File: src/rtl/sign_pkg.sv
// Shared encodings for the country-road sign controller and its front-end blocks.
// Country-road signal values, the car_detector FSM states and TRUE/FALSE helpers.
`ifndef SIGN_PKG_TRUE_FALSE
`define SIGN_PKG_TRUE_FALSE
`define TRUE  1'b1
`define FALSE 1'b0
`endif

package sign_pkg;
  localparam logic [1:0] RED    = 2'd0;
  localparam logic [1:0] YELLOW = 2'd1;
  localparam logic [1:0] GREEN  = 2'd2;

  typedef enum logic [1:0] {
    IDLE  = 2'd0,
    WAIT  = 2'd1,
    SERVE = 2'd2,
    HOLD  = 2'd3
  } det_st_e;
endpackage

File: src/rtl/car_detector_if.sv
// Request/acknowledge link between car_detector (master) and sign_contr (slave).
// The controller answers a request by driving CNTRY_SIG to GREEN.
interface car_detector_if;
  logic [1:0] CNTRY_SIG;
  logic       CAR_ON_CNTRY_RD;
  logic [7:0] CAR_COUNT;

  modport master (input CNTRY_SIG, output CAR_ON_CNTRY_RD, output CAR_COUNT);
  modport slave  (output CNTRY_SIG, input CAR_ON_CNTRY_RD, input CAR_COUNT);
endinterface

File: src/rtl/loop_debounce.sv
// Two-flop synchronizer followed by a debounce filter for a bouncing sensor pin.
// A new level is accepted only after DEBOUNCE_CYCLES consecutive differing samples.
module loop_debounce #(
  parameter int DEBOUNCE_CYCLES = 4
) (
  input  logic CLOCK,
  input  logic CLEAR_N,
  input  logic i_raw,
  output logic o_loop_db
);
  localparam logic [3:0] DB_LAST = 4'(DEBOUNCE_CYCLES - 1);

  logic       r_sync1, r_sync2, r_loop_db;
  logic [3:0] r_cnt;

  // Synchronize the raw pin, then count stable differing samples before accepting them.
  always_ff @(posedge CLOCK or negedge CLEAR_N) begin
    if (!CLEAR_N) begin
      r_sync1   <= 1'b0;
      r_sync2   <= 1'b0;
      r_loop_db <= 1'b0;
      r_cnt     <= '0;
    end else begin
      r_sync1 <= i_raw;
      r_sync2 <= r_sync1;
      if (r_sync2 != r_loop_db) begin
        if (r_cnt == DB_LAST) begin
          r_loop_db <= r_sync2;
          r_cnt     <= '0;
        end else begin
          r_cnt <= r_cnt + 4'd1;
        end
      end else begin
        r_cnt <= '0;
      end
    end
  end

  assign o_loop_db = r_loop_db;
endmodule

File: src/rtl/car_detector.sv
// Country-road car detector: conditions LOOP_RAW and raises a sticky request to sign_contr.
// Request is held while waiting for GREEN, then for HOLD_CYCLES after the car leaves.
// Optional macro CAR_DETECTOR_COUNT_EN enables the saturating arrival counter on CAR_COUNT.
module car_detector
  import sign_pkg::*;
#(
  parameter int DEBOUNCE_CYCLES = 4,
  parameter int HOLD_CYCLES     = 8
) (
  input  logic                  CLOCK,
  input  logic                  CLEAR_N,
  input  logic                  LOOP_RAW,
  car_detector_if.master        sig_bus
);
  localparam logic [7:0] HOLD_LD = 8'(HOLD_CYCLES - 1);

  logic    w_loop_db, w_rise, w_fall, w_green;
  logic    r_db_q, r_car;
  logic [7:0] r_hold;
  det_st_e r_state;

  loop_debounce #(.DEBOUNCE_CYCLES(DEBOUNCE_CYCLES)) u_db (
    .CLOCK     (CLOCK),
    .CLEAR_N   (CLEAR_N),
    .i_raw     (LOOP_RAW),
    .o_loop_db (w_loop_db)
  );

  // Delayed copy of the debounced level for single-cycle edge strobes.
  always_ff @(posedge CLOCK or negedge CLEAR_N) begin
    if (!CLEAR_N) r_db_q <= 1'b0;
    else          r_db_q <= w_loop_db;
  end

  assign w_rise  = w_loop_db & ~r_db_q;
  assign w_fall  = ~w_loop_db & r_db_q;
  // Encoding 3 is illegal and simply falls out as not-GREEN.
  assign w_green = (sig_bus.CNTRY_SIG == GREEN);

  // Request FSM with hold timer; the request output is registered alongside the state.
  always_ff @(posedge CLOCK or negedge CLEAR_N) begin
    if (!CLEAR_N) begin
      r_state <= IDLE;
      r_hold  <= '0;
      r_car   <= `FALSE;
    end else begin
      case (r_state)
        IDLE: begin
          // GREEN in the same cycle as the rise is only seen from WAIT next cycle.
          if (w_rise) begin
            r_state <= WAIT;
            r_car   <= `TRUE;
          end
        end
        WAIT: begin
          if (w_green) begin
            if (w_loop_db) begin
              r_state <= SERVE;
            end else begin
              r_state <= HOLD;
              r_hold  <= HOLD_LD;
            end
          end
        end
        SERVE: begin
          if (w_fall) begin
            r_state <= HOLD;
            r_hold  <= HOLD_LD;
          end
        end
        HOLD: begin
          if (w_rise) begin
            r_state <= w_green ? SERVE : WAIT;
          end else if (r_hold == 8'd0) begin
            r_state <= IDLE;
            r_car   <= `FALSE;
          end else begin
            r_hold <= r_hold - 8'd1;
          end
        end
        default: begin
          r_state <= IDLE;
          r_car   <= `FALSE;
        end
      endcase
    end
  end

  assign sig_bus.CAR_ON_CNTRY_RD = r_car;

`ifdef CAR_DETECTOR_COUNT_EN
  logic [7:0] r_count;

  // Saturating count of accepted arrivals, in any FSM state.
  always_ff @(posedge CLOCK or negedge CLEAR_N) begin
    if (!CLEAR_N)                       r_count <= '0;
    else if (w_rise && r_count != 8'hFF) r_count <= r_count + 8'd1;
  end

  assign sig_bus.CAR_COUNT = r_count;
`else
  assign sig_bus.CAR_COUNT = 8'h00;
`endif
endmodule

File: src/flat_wrapper.sv
// flat-port wrapper written by rule: the top's interface ports become plain ports
module car_detector_flat import sign_pkg::*;
#(
  parameter int DEBOUNCE_CYCLES = 4,
  parameter int HOLD_CYCLES     = 8
)
  (CLOCK, CLEAR_N, LOOP_RAW, sig_bus_CNTRY_SIG, sig_bus_CAR_ON_CNTRY_RD, sig_bus_CAR_COUNT);
  car_detector_if sig_bus_i ();
  input  logic CLOCK;
  input  logic CLEAR_N;
  input  logic LOOP_RAW;
  input wire logic [$bits(sig_bus_i.CNTRY_SIG)-1:0] sig_bus_CNTRY_SIG;
  output wire logic [$bits(sig_bus_i.CAR_ON_CNTRY_RD)-1:0] sig_bus_CAR_ON_CNTRY_RD;
  output wire logic [$bits(sig_bus_i.CAR_COUNT)-1:0] sig_bus_CAR_COUNT;
  assign sig_bus_i.CNTRY_SIG = sig_bus_CNTRY_SIG;
  assign sig_bus_CAR_ON_CNTRY_RD = sig_bus_i.CAR_ON_CNTRY_RD;
  assign sig_bus_CAR_COUNT = sig_bus_i.CAR_COUNT;
  car_detector #(.DEBOUNCE_CYCLES(DEBOUNCE_CYCLES), .HOLD_CYCLES(HOLD_CYCLES)) u_core (.CLOCK(CLOCK), .CLEAR_N(CLEAR_N), .LOOP_RAW(LOOP_RAW), .sig_bus(sig_bus_i));
endmodule
File: config.mk
export PLATFORM = sky130hd
export DESIGN_NAME = car_detector_flat
export DESIGN_NICKNAME = d
export VERILOG_FILES = /design/src/rtl/sign_pkg.sv /design/src/rtl/car_detector_if.sv /design/src/rtl/loop_debounce.sv /design/src/rtl/car_detector.sv /design/src/flat_wrapper.sv
export SDC_FILE = /design/constraint.sdc
export NUM_CORES = 1
export LEC_CHECK = 0
export BUFFER_PORTS_ARGS = -buffer_cell sky130_fd_sc_hd__buf_4
export CORE_MARGIN = 4
export CORE_UTILIZATION = 56
export DETAILED_ROUTE_END_ITERATION = 8
export MAX_ROUTING_LAYER = met4
export PLACE_DENSITY = 0.87
export REMOVE_ABC_BUFFERS = 1
export SLEW_MARGIN = 0
export SYNTH_ARGS = -nofsm -noshare
export SYNTH_HDL_FRONTEND = slang
export SYNTH_HIERARCHICAL = 1
export SYNTH_SLANG_ARGS = --single-unit
export TNS_END_PERCENT = 30
File: constraint.sdc
create_clock -name CLOCK -period 2.3 [get_ports CLOCK]
set_clock_uncertainty 0.1 [all_clocks]
set_input_delay 0.69 -clock CLOCK [delete_from_list [all_inputs] [get_ports CLOCK]]
set_output_delay 0.69 -clock CLOCK [all_outputs]
set_load 0.03 [all_outputs]
==> results.md <==
CTS:
- The clock slew seen by the registers of the worst setup and hold paths is ~110 ps.
- The number of clock sinks is 19.
- Counting the buffers created by CTS gives 3.
- CTS built an H-tree with a depth of 1.
- Post-CTS repair changed the size of 0 cells.
- In this run the post-CTS setup repair buffer count came out at 0.
- The clock tree from TritonCTS is built.
- The clock root buffer master is clkbuf_4.
- The clock latency reported for the late side of the worst-skew pair is 290 ps.
- The quantity of hold-fixing buffers added after cts is 0.
- The number of buffers between clock root and the deepest sink is 2.

Detailed routing:
- In the routed design, unresolved DRC markers number 0.
- Summed over all layers, the routed wires come to 2.08 mm.
- The routed wirelength normalized by instance count is approximately 15 µm.
- The total iterations of the first detailed-routing run is 5.
- The count of nets left with antenna violations once routing finished came out at 0.
- The via density per instance is 5.88.
- The routed layout has 823 vias.
- For this block, the initial DRC count from the detailed router was 19.

Layout:
- Measured on the finished design, the core utilization comes to ~65%.
- The area of the multi-input gates is roughly 570 µm².
- Compared with the post-synthesis result, the final layout area differs by 5.20%.
- The layout has 160 filler cells.
- The antenna diode instance count is 0.
- In the final layout, flip-flops and latches occupy 475 µm².
- The non-filler instance count after layout is 140.
- The top cell types in the final layout, fill and taps aside, are 19 x dfrtp_1, 8 x conb_1, 7 x nor2b_1.
- The post-layout net count is 124.
- The library cell used most frequently in the layout, excluding fill and tap cells, is dfrtp_1.
- The share of layout cells above drive strength 1 is 18.3%.

Worst setup path:
- The worst setup path is launched from a flop.
- The logic depth of the worst register-to-register path is 6.
- The arrival time at the worst endpoint is between 2000 and 2500 ps.
- The critical path's slowest cell is or4b_4.
- The kind of cell with the highest combined delay along the critical path is simple AND/OR/NAND/NOR gates.
- The capture instance of the worst register-to-register path is u_core/r_hold[5].
- The maximum fanout along the worst path is 8.
- The number of buffers and inverters on the critical path is 1.
- The signal on the critical path passes through inv_1 -> ha_1 -> or4b_4 -> nor2_8 -> nor3_2 -> a32o_1.
- The critical path in this run is classified as flop to flop.
- On the worst path, the slowest cell contributes a delay of 520 ps.
- The startpoint of the worst register-to-register path is u_core/r_hold[0].
- The data required time at the worst endpoint is 2390 ps.
- Across all register-to-register paths, the minimum setup slack is 300 ps.
- The worst setup path is captured at a flop.

GRT:
- The final global-route overflow total is 0.
- The global router's overall resource usage is 18.5%.
- The number of global-route vias before repair is 812.
- Entering global routing, the biggest net connects 20 pins.
- The first global-routing pass estimated 3.63 mm of wire.
- The initial antenna violation count is 0.

Logic synthesis:
- The synthesized flop and latch total is 19.
- The share of the synthesized area in the top cell type is 42.9%.
- The post-synthesis cell type count is 43.
- For this run, the number of Yosys warnings is 6.
- The most instantiated flip-flop cell in the synthesis netlist is dfrtp_1.
- The synthesized instance count is about 110.
- The count of flip-flops with a built-in enable after synthesis is 0.
- The total standard cell area after synthesis is 0.00111 mm².
- By area the synthesized netlist is led by dfrtp_1 43%, buf_4 6.1%, nor2b_1 4.0%.
- The register area share after synthesis is 42.9%.
- The fraction of synthesis flops using an asynchronous set or reset pin is between 90% and 100%.
- The largest total area in the synthesized netlist belongs to dfrtp_1.
- In this run the mean area of a mapped cell was slightly above 10 µm².

Place:
- The half-perimeter wire length after placement is approximately 1.5 mm.
- The count of input and output buffers is 5.
- The routability-driven placement congestion ratio is 0.807.
- Once placement completed, the tool counted placed cells totaling 136.
- The minimum setup slack after placement is 329 ps.

STA:
- The final worst-path setup slack is about 300 ps.
- The slew at the pin with the worst max-slew slack is 615 ps.
- The final hold slack is 144 ps.
- The maximum clock frequency is 500 MHz.
- The relative max-transition margin is 59.0%.
- The final setup TNS is 0 ps.
- The final hold violation count is 0.
- The final max-slew violation count is 0.
- Setup violations remaining at the end of the flow were counted as 0.
- The shortest clock period the worst path allows after layout is 2000 ps.
- Setup repair after global routing left no endpoint under its margin.
- Dividing the final minimum period by the clock period gives between 80% and 90%.

Status:
- The flow ran to the end, and the final reports show no timing, DRC or antenna violations.

Floorplanning:
- The floorplan core area is 0.00180 mm².
- The die covers between 0.002 and 0.003 mm².
- 14 I/O pins were placed.
- The number of standard-cell rows in the floorplan is 15.
- The vertical die dimension is 52.5 µm.
- The starting density of the core is 61.5%.
- The die is 52.5 µm wide.

Pwr:
- The worst ir drop on vdd is 0.000799 V.
- The leakage component of the power is just over 0.0005 µW.
- The power density normalized to cell area is 1220 mW/mm².

Job:
- Across the run, the number of max-cap violations was 0.

Worst hold path:
- The type of the worst min-delay path is input port to asynchronous set/reset pin.
## Yosys cell counts (2+ instances only)
library cell  instances
a31oi_1               3
nor3_1                4
inv_1                 4
nand2_1               6
a21oi_1               5
nor2_1                5
ha_1                  3
nor3b_1               2
a211o_1               2
dfrtp_1              19
nand2b_1              3
nor2b_1               7
buf_4                 9
o21ai_0               6
o21a_1                2
## report_power, final
group / switching (µW) / internal (µW) / leakage [µW] / total [µW]
Combinational: 379 / 288 / 0.000265 / 667
Clock: 101 / 64.7 / 0.0000177 / 166
Sequential: 154 / 439 / 0.000235 / 593
Total: 634 / 792 / 0.000518 / 1430
## layer usage
layer / track usage (%) / vias to the layer above / part of all wire (%)
met4: 5.11 / 0 / 0.48
li1: - / 390 / -
met2: 29.1 / 36 / 49
met1: 25.0 / 395 / 45
met5: - / - / 0
met3: 2.56 / 2 / 5.9
## cell families (layout without fill, tap and decap cells)
logic type	count (synthesis)	count (layout)	share of synthesized area, %
and+or+nand+nor	40	40	24.6
other	1	8	0.339
DFF	19	19	42.9
AOI/OAI and AO/OA	29	29	19.0
adders and majority gates	3	3	3.39
muxes	1	1	1.02
xor gates and xnor gates	1	1	0.791
buffers and inverters	14	14	7.91
## flip-flops by register name, summed over array words and instances (netlist names)
name	cells
u_core/u_db/o_loop_db	1
u_core/u_db/r_cnt	4
u_core/sig_bus.CAR_ON_CNTRY_RD	1
u_core/u_db/r_sync1	1
u_core/r_db_q	1
u_core/r_hold	8
u_core/r_state	2
u_core/u_db/r_sync2	1
## stage by stage
step / instance area (µm²) / total power, µW
after floorplan: 1060 / 1070
after global placement: 1140 / 1210
after detailed placement: 1140 / 1250
after CTS: 1160 / 1420
after global routing: 1160 / 1540
final: 1160 / 1430
## how the worst max path moves through the flow
stage,from,end,slack (ps),depth (start not counted)
5_1_grt,u_core/r_hold[0],u_core/r_hold[5],180,6
3_5_place_dp,u_core/r_hold[0],u_core/r_hold[5],330,6
3_3_place_gp,sig_bus_CNTRY_SIG[1],u_core/r_hold[2],370,5
2_1_floorplan,u_core/r_hold[0],u_core/r_state[0],460,6
4_1_cts,u_core/r_hold[0],u_core/r_hold[5],310,6
6_report,u_core/r_hold[0],u_core/r_hold[5],300,6
## area by class of cell
cell class / count / share of cell area [%]
well taps: 25 / 2.69
clock inverters: 1 / 0.430
flip-flops and latches: 19 / 40.8
inverters: 4 / 1.29
repair buffers: 6 / 3.87
clock buffers: 3 / 1.93
multi-input cells: 82 / 49.0
Power figures use the tool's default switching activity.
